===== src/rtl/regfile_wb_arbiter.sv =====
// Two-port write-back arbiter feeding one register-file write port, with a per-register pending scoreboard.
// Optional WB_ARB_RR_EN: round-robin between requesters; when undefined, requester 0 always wins.
module regfile_wb_arbiter #(
  parameter int unsigned XLEN     = 32,
  parameter int unsigned REG_BITS = 5
) (
  input  logic                clk,
  input  logic                rst,
  input  logic                in_wb0_valid,
  input  logic [REG_BITS-1:0] in_wb0_number,
  input  logic [XLEN-1:0]     in_wb0_value,
  output logic                out_wb0_ready,
  input  logic                in_wb1_valid,
  input  logic [REG_BITS-1:0] in_wb1_number,
  input  logic [XLEN-1:0]     in_wb1_value,
  output logic                out_wb1_ready,
  input  logic                in_issue_valid,
  input  logic [REG_BITS-1:0] in_issue_number,
  input  logic [REG_BITS-1:0] in_reg_number_1,
  input  logic [REG_BITS-1:0] in_reg_number_2,
  output logic                out_busy_1,
  output logic                out_busy_2,
  output logic                out_write_enable,
  output logic [REG_BITS-1:0] out_write_number,
  output logic [XLEN-1:0]     out_write_value
);

  localparam int unsigned NUM_REGS = 1 << REG_BITS;

  logic                ptr_q;
  logic                gnt0;
  logic                gnt1;
  logic                xfer;
  logic                xfer_wr;
  logic [REG_BITS-1:0] sel_num;
  logic [XLEN-1:0]     sel_val;
  logic [NUM_REGS-1:0] pending_q;
  logic [NUM_REGS-1:0] pending_d;

`ifdef WB_ARB_RR_EN
  // Pointer names the port that wins a tie; it moves to the loser after each tie.
  always_ff @(posedge clk or posedge rst) begin
    if (rst) begin
      ptr_q <= 1'b0;
    end else if (in_wb0_valid && in_wb1_valid) begin
      ptr_q <= ~ptr_q;
    end
  end
`else
  assign ptr_q = 1'b0;
`endif

  // Grant is purely a function of the two valids and the tie pointer.
  always_comb begin
    gnt0 = 1'b0;
    gnt1 = 1'b0;
    if (!rst) begin
      if (in_wb0_valid && (!in_wb1_valid || !ptr_q)) begin
        gnt0 = 1'b1;
      end else if (in_wb1_valid) begin
        gnt1 = 1'b1;
      end
    end
  end

  assign out_wb0_ready = gnt0;
  assign out_wb1_ready = gnt1;

  assign xfer    = gnt0 | gnt1;
  assign sel_num = gnt1 ? in_wb1_number : in_wb0_number;
  assign sel_val = gnt1 ? in_wb1_value  : in_wb0_value;
  // Writes to register 0 are accepted but never reach the register file.
  assign xfer_wr = xfer && (sel_num != '0);

  // One-cycle registered write strobe; index and data hold between writes.
  always_ff @(posedge clk or posedge rst) begin
    if (rst) begin
      out_write_enable <= 1'b0;
      out_write_number <= '0;
      out_write_value  <= '0;
    end else begin
      out_write_enable <= xfer_wr;
      if (xfer_wr) begin
        out_write_number <= sel_num;
        out_write_value  <= sel_val;
      end
    end
  end

  // Set is applied after clear so a same-cycle issue keeps the register pending.
  always_comb begin
    pending_d = pending_q;
    if (xfer_wr) begin
      pending_d[sel_num] = 1'b0;
    end
    if (in_issue_valid) begin
      pending_d[in_issue_number] = 1'b1;
    end
    pending_d[0] = 1'b0;
  end

  always_ff @(posedge clk or posedge rst) begin
    if (rst) begin
      pending_q <= '0;
    end else begin
      pending_q <= pending_d;
    end
  end

  assign out_busy_1 = pending_q[in_reg_number_1];
  assign out_busy_2 = pending_q[in_reg_number_2];

endmodule


===== config.mk =====
export PLATFORM = sky130hd
export DESIGN_NAME = regfile_wb_arbiter
export DESIGN_NICKNAME = d
export VERILOG_FILES = /design/src/rtl/regfile_wb_arbiter.sv
export SDC_FILE = /design/constraint.sdc
export NUM_CORES = 1
export LEC_CHECK = 0
export ABC_AREA = 1
export BUFFER_PORTS_ARGS = -buffer_cell sky130_fd_sc_hd__buf_4
export CAP_MARGIN = 25
export CORE_MARGIN = 3
export CORE_UTILIZATION = 55
export CTS_CLUSTER_DIAMETER = 50
export DETAILED_ROUTE_END_ITERATION = 6
export PLACE_DENSITY_LB_ADDON = 0.12
export SYNTH_ARGS = -nofsm -noshare
export SYNTH_HDL_FRONTEND = slang
export SYNTH_SLANG_ARGS = --single-unit
export TNS_END_PERCENT = 10

===== constraint.sdc =====
create_clock -name clk -period 5.4 [get_ports clk]
set_clock_uncertainty 0.1 [all_clocks]
set_input_delay 0.81 -clock clk [delete_from_list [all_inputs] [get_ports clk]]
set_output_delay 0.81 -clock clk [all_outputs]
set_load 0.02 [all_outputs]

**Word-level counts from Yosys, hierarchy flattened**

Cells that the tools add are included.

- Bits in registers: 69
- Logic and storage cells: 35

- Order comparisons: 6
- Mux-type cells: 17
- Bitwise logic cells: 4
- Reductions and logical operators: 4

Operators by type and width:

| cell | number |
|---|---|
| 2-to-1 mux 32 bit | 3 |
| AND 32 bit | 1 |
| NOT 32 bit | 1 |
| bitwise OR 32 bit | 1 |
| < comparator 5 x 6 -> 1 bit, second input constant | 4 |
| binary-select mux 1 bit (select 5 bit) | 2 |
| demux 1 bit (select 5 bit) | 2 |
| >= comparator 5 x 1 -> 1 bit, second input constant | 2 |
| 2-to-1 mux 1 bit | 9 |
| 2-to-1 mux 5 bit | 1 |
| nonzero test 5 bit | 1 |
| logical AND 1 bit | 3 |
| bitwise OR 1 bit | 1 |

**Longest topological paths before layout**

Gate-level depths: netlist of run 1.

- Word-level depth: 13
- Depth in mapped cells: 11

**Least setup slack after synthesis of run 1**

No wires, ideal clock.

- Path kind: input to output
- Start point: input rst
- End point: output out_wb1_ready
- Data arrival time: 2.570 ns
- Required time: 4.490 ns
- Slack: 1.920 ns
- Cell stages on the path: 5
- Buffers on the path: 2
- Cells stage by stage: inv_2 nand3_2 buf_6 inv_2 clkbuf_1

- Longest elaborated chain between the ends: 1

Ends and longest elaborated chain:

| what | RTL line | source |
|---|---|---|
| from (decl) | 8 | `input logic rst,` |
| 2-to-1 mux 1 bit | 57 | `if (!rst) begin` |
| to (decl) | 16 | `output logic out_wb1_ready,` |

Every way passes these cells.

**Worst setup path after layout of run 1**

- Start point: input in_wb0_valid
- End point: output out_wb1_ready

- Longest elaborated chain between the ends: 2

Ends and longest elaborated chain:

| what | RTL line | source |
|---|---|---|
| from (decl) | 9 | `input logic in_wb0_valid,` |
| 2-to-1 mux 1 bit | 58 | `if (in_wb0_valid && (!in_wb1_valid \|\| !ptr_q)) begin` |
| 2-to-1 mux 1 bit | 57 |  |

Every way passes these cells.

==> reports/metrics.cfg, run 1 <==
[yosys]
ys_seq_elements = 69
synth_cells = 632
synth.top_cell.area_share_pct = 42.4
synth_fp_nets = 726
syn-cell-area_mm2 = 0.00407
yosysSeqAreaShare_pct = 42.4
ys_types = 21
synth_area_leaders = dfrtp_1 (42%), nand2_1 (33%), nand3_1 (11%)
yosysTopAreaCell = dfrtp_1
yosysWarningCount = 0
syn_area_per_cell_um2 = 6.44

[layout]
synthToLayoutAreaGrowth_pct = 29.6
final_cell_mix = nand2_1 (355), buf_4 (137), nand3_1 (90)
nNetsFinal = 848
fin_util_pct = 75.6
mostFrequentLayoutCell = nand2_1
layout-drive-gt1-share_pct = 21.5
fill_cells = 545
antennaDiodeCount = 0

[timing]
relSlewSlack_pct = 32.1
finalSetupViolCount = 0
tns_ps = 0
fmax_mhz = 281
slew_violations = 0
worst_slack_ps = 1840
min_period_ps = 3560
rsz0062_at_grt = false
hold_violations = 0
worst_pin_slew_ps = 1020
fin_crit_sh_pct = 65.9

[clock_network]
clockRootBuffer = clkbuf_8
clock_latency_ps = 340
clk_path_buf_depth = 2
hold_buffers = 0
cts.repair.resized = 0
cts_tree = done
cts-htree-levels = 3
cts_buffers = 9
path_clk_slew_ps = 80
clkSinkCount = 69
cts_setup_buffers = 0

[detailed_routing]
wl_per_cell_um = 14.2
drt-total-wl_um = 12200
drc = 0
drtPass1Iterations = 5
vias = 4499
drt_iter0_markers = 365
detail-route-antenna-nets = 0
vias_per_cell = 5.26

[floorplan]
initial_core_util_pct = 58.3
die_w_um = 92.0
core_mm2 = 0.00698
ios = 136
fp-row-count = 30
dieArea_mm2 = 0.00847
die_h_um = 92.0

[worst_setup_path]
crit_type = in -> out
crit_chain = buf_4 > inv_2 > nand3_2 > inv_2 > buf_4
crit_fanout = 42
critPathCaptureType = output port
critPathSlowestCell = inv_2
cp_top_family = buffers and inverters
required_ps = 4490
critPathMaxStageDelay_ps = 750
crit_buf_inv = 4
worstPathArrival_ps = 2650
cp-start-kind = input pin

[power_and_ir_drop]
p_leak_nw = 3.00
seq_power_share_pct = 46.2
clkPwrFrac_pct = 24.6
power_frac_comb_pct = 29.2
vdd_drop_max_mv = 0.162
p_per_area_mw_per_mm2 = 290
switching_share_pct = 36.5
p_int_mw = 0.973
switching_power_mw = 0.559

[global_routing]
grt_pass1_wl_um = 19900
gr-total-overflow = 0
grt_max_degree = 70
grt_pass1_vias = 4298
antenna_found_initial = 0
track_usage_pct = 29.4

[place]
dp_slack_ps = 1830
place_hpwl_um = 9210
gp_congestion = 0.910
numPortBuffers = 135

[flow_run]
maxCapViolations = 0

[status]
status = complete, no violations

[hold_path]
hp-class = reg -> reg

[cells in the mapped netlist]
cell / instances
nor2_1: 11
o211ai_1: 5
nand3_2: 1
inv_1: 35
o21ai_0: 17
nor2_2: 1
o21ai_1: 2
nand2_2: 3
buf_2: 5
inv_2: 3
buf_4: 1
nand3b_1: 1
buf_6: 3
nand2_1: 355
a21oi_1: 3
clkbuf_1: 14
nand3_1: 90
o21bai_2: 1
nor3_1: 9
buf_1: 3
dfrtp_1: 69
[worst paths after layout]
path / from / endpoint / slack, ps / cells past startpoint
worst max-delay path: in_wb0_valid / out_wb1_ready / 1840 / 5
worst min-delay path: out_write_value[3] / out_write_value[3] / 370 / 2
worst max register to register: pending_q[25] / pending_q[25] / 4520 / 2
worst min register to register: out_write_value[3] / out_write_value[3] / 370 / 2
max in group asynchronous: rst / pending_q[7] / 3970 / 3
min in group asynchronous: rst / out_write_value[14] / 680 / 3
[layout make-up]
class	count	area, um^2	share of cell area (%)
tap	96	120	2.28
multi-input combinational	499	2080	39.5
clock buffer	9	124	2.35
inverter	38	143	2.70
sequential	69	1730	32.7
clock inverter	7	51.3	0.972
timing repair buffer	137	1030	19.5
[cells by family (layout without fill, tap and decap cells)]
| logic type | after synthesis | after routing | share of synthesized area (%) |
|---|---|---|---|
| flops | 69 | 69 | 42.4 |
| compound gates | 28 | 28 | 3.90 |
| simple gates | 471 | 471 | 47.0 |
| buf+inv | 64 | 191 | 6.70 |
[state kept, by name, summed over array words and instances, names as in the netlist]
register	count
out_write_value	32
out_write_number	5
out_write_enable	1
pending_q	31
[metal layers]
| metal | vias up | wire length, um | GRT usage, % | share of wire [%] |
|---|---|---|---|---|
| met5 | - | 0 | 0 | 0 |
| met4 | 0 | 272 | 10.0 | 2.2 |
| met3 | 25 | 1070 | 7.30 | 8.8 |
| met2 | 233 | 5880 | 49.1 | 48 |
| met1 | 2010 | 4940 | 37.4 | 41 |
| li1 | 2231 | - | - | - |
[power by group through the flow]
stage	clock network (mW)	logic, mW	registers [mW]
finish	0.377	0.447	0.708
global route	0.406	0.498	0.719
CTS	0.378	0.448	0.704
detailed placement	0	0.446	0.711
global placement	0	0.430	0.709
floorplan	0	0.224	0.730
[through the flow]
step	hold WS (ps)	cells	power, mW	cell area [um^2]
floorplan	341	632	0.953	4070
global placement	356	839	1.14	5100
detailed placement	360	839	1.16	5100
CTS	380	855	1.53	5280
global route	401	855	1.62	5280
finish	373	855	1.53	5280
[worst register-to-register path: cells and delay by family, from the launching register on]
family	cells	cell delay, ps
AND/OR/NAND/NOR	1	100
AO/OA/AOI/OAI	1	130
flip-flops	1	420
Power figures use the tool's default switching activity.
==> run 2: changes to the inputs <==
--- a/config.mk
+++ b/config.mk
@@ -9,7 +9,7 @@
 export BUFFER_PORTS_ARGS = -buffer_cell sky130_fd_sc_hd__buf_4
 export CAP_MARGIN = 25
 export CORE_MARGIN = 3
-export CORE_UTILIZATION = 55
+export CORE_UTILIZATION = 51
 export CTS_CLUSTER_DIAMETER = 50
 export DETAILED_ROUTE_END_ITERATION = 6
 export PLACE_DENSITY_LB_ADDON = 0.12
==> constraint.sdc (replaced) <==
create_clock -name clk -period 3.3 [get_ports clk]
set_clock_uncertainty 0.1 [all_clocks]
set_input_delay 0.495 -clock clk [delete_from_list [all_inputs] [get_ports clk]]
set_output_delay 0.495 -clock clk [all_outputs]
set_load 0.02 [all_outputs]
==> run 2 against run 1 <==
  * Non-clock buffer count increased by 3
  * Flip-flop and latch count unchanged
  * Global-route usage decreased by 1.3 points
  * Wire length about the same
  * Via count about the same
  * Worst setup slack got worse by 840 ps
  * First-iteration DRC count increased by 9.9%
  * Power increased by 72%
  * Die area increased by 7.3%
  * Clock-buffer cell count unchanged
  * Largest power group unchanged
==> reports/metrics.cfg, run 2 (synthesis results as in run 1) <==
[clock_network]
cts_tree = done
clockRootBuffer = clkbuf_8
cts_buffers = 9  ; unchanged
cts_setup_buffers = 0  ; unchanged
cts-htree-levels = 3  ; unchanged
clock_latency_ps = 340  ; about the same
hold_buffers = 0  ; unchanged
path_clk_slew_ps = 70  ; about the same
clk_path_buf_depth = 2  ; unchanged
clkSinkCount = 69  ; unchanged
cts.repair.resized = 0  ; unchanged

[floorplan]
fp-row-count = 31  ; +3.3%
initial_core_util_pct = 54.4  ; -3.9 points
core_mm2 = 0.00749  ; +7.2%
dieArea_mm2 = 0.00909  ; +7.3%
ios = 136  ; unchanged
die_w_um = 95.3  ; +3.6%
die_h_um = 95.3  ; +3.6%

[worst_setup_path]
worstPathArrival_ps = 1700  ; -950 ps
crit_type = in -> out
required_ps = 2700  ; -1790 ps
cp-start-kind = input pin
crit_fanout = 20  ; -52%
critPathCaptureType = output port

[detailed_routing]
vias = 4500  ; +0.022%
drtPass1Iterations = 6  ; +1
drc = 0  ; unchanged
drt_iter0_markers = 401  ; +9.9%
drt-total-wl_um = 12200  ; about the same
detail-route-antenna-nets = 0  ; unchanged
wl_per_cell_um = 14.2  ; -0.49%
vias_per_cell = 5.23  ; -0.56%

[power_and_ir_drop]
p_per_area_mw_per_mm2 = 494  ; +70%
vdd_drop_max_mv = 0.281  ; +73%
p_leak_nw = 3.04  ; +1.0%

[layout]
largest_register = out_write_value
mostFrequentLayoutCell = nand2_1
layout.cells.non_filler = 860  ; +0.58%
fill_cells = 664  ; +22%
synthToLayoutAreaGrowth_pct = 31.2
nNetsFinal = 851  ; +0.35%
top_regs = out_write_value x32, pending_q x31, out_write_number x5
largest_reg_flops = 32  ; unchanged
antennaDiodeCount = 0  ; unchanged
final_cell_mix = nand2_1 (355), buf_4 (140), nand3_1 (90)
layout-drive-gt1-share_pct = 21.7  ; +0.21 points

[flow_run]
maxCapViolations = 0  ; unchanged

[place]
numPortBuffers = 135  ; unchanged
place_hpwl_um = 9070  ; -1.5%
gp_congestion = 0.944  ; +3.7%
dp.cells = 845  ; +0.72%

[global_routing]
track_usage_pct = 28.1  ; -1.3 points
grt_pass1_wl_um = 19900  ; -0.11%
gr-total-overflow = 0  ; unchanged
grt_pass1_vias = 4204  ; -2.2%
antenna_found_initial = 0  ; unchanged
grt_max_degree = 70  ; unchanged

[timing]
fmax_mhz = 435
relSlewSlack_pct = 41.9  ; +9.8 points
finalSetupViolCount = 0  ; unchanged
min_period_ps = 2300
rsz0062_at_grt = false
slew_violations = 0  ; unchanged
fin_crit_sh_pct = 69.7
tns_ps = 0  ; unchanged
worst_pin_slew_ps = 865  ; -151 ps
hold_violations = 0  ; unchanged

[status]
status = complete, no violations

[hold_path]
hp-class = in -> async

-- run 2: final timing paths --
kind                               startpoint                   to  slack, ps  cells after the start
max in group asynchronous                 rst   out_write_value[7]       2150                      3
max                        in_reg_number_1[0]           out_busy_1       1000                     11
min in group clk             in_wb0_value[29]  out_write_value[29]        370                      5
max reg2reg                     pending_q[29]        pending_q[29]       2480                      2
min reg2reg                out_write_value[0]   out_write_value[0]        370                      2
min                                       rst  out_write_value[10]        350                      3
-- run 2: cell type report --
class,count,area [um^2],area share [%]
timing repair buffer,140,1050,19.7
tap,99,124,2.32
multi-input combinational,499,2080,39.0
clock buffer,9,124,2.32
sequential,69,1730,32.3
inverter,38,143,2.67
clock inverter,6,88.8,1.66
-- run 2: stage by stage --
stage                     hold WS (ps)  total power, mW  utilization (%)  area, um^2  setup slack [ps]
after CTS                          359             2.64             71.3        5340              1000
after detailed placement           360             1.90             68.5        5130               879
after global routing               379             2.79             71.3        5340               847
final                              347             2.64             71.3        5340              1000
after floorplan                    341             1.56                -        4070               450
after global placement             355             1.87             68.5        5130              1010
-- run 2: layer usage --
| metal | up-vias | global-route usage (%) | share of wire [%] |
|---|---|---|---|
| li1 | 2239 | - | - |
| met1 | 2034 | 36.5 | 41 |
| met2 | 203 | 45.4 | 48 |
| met3 | 24 | 7.66 | 9.2 |
| met4 | 0 | 9.62 | 2.0 |
| met5 | - | 0 | 0 |
-- run 2: critical path: stages --
cell	delay, ps
buf_4	180
inv_1	330
nand2_1	100
nand3_1	100
nand3_1	90
nand2_1	70
nand2_1	50
nand2_1	60
nand2_1	50
nand2_1	60
buf_4	130
-- run 2: power by group --
part	switching (mW)	internal [mW]	leakage, nW	total (mW)
Sequential	0.146	1.01	0.842	1.16
Combinational	0.421	0.307	2.09	0.729
Clock	0.330	0.421	0.101	0.751
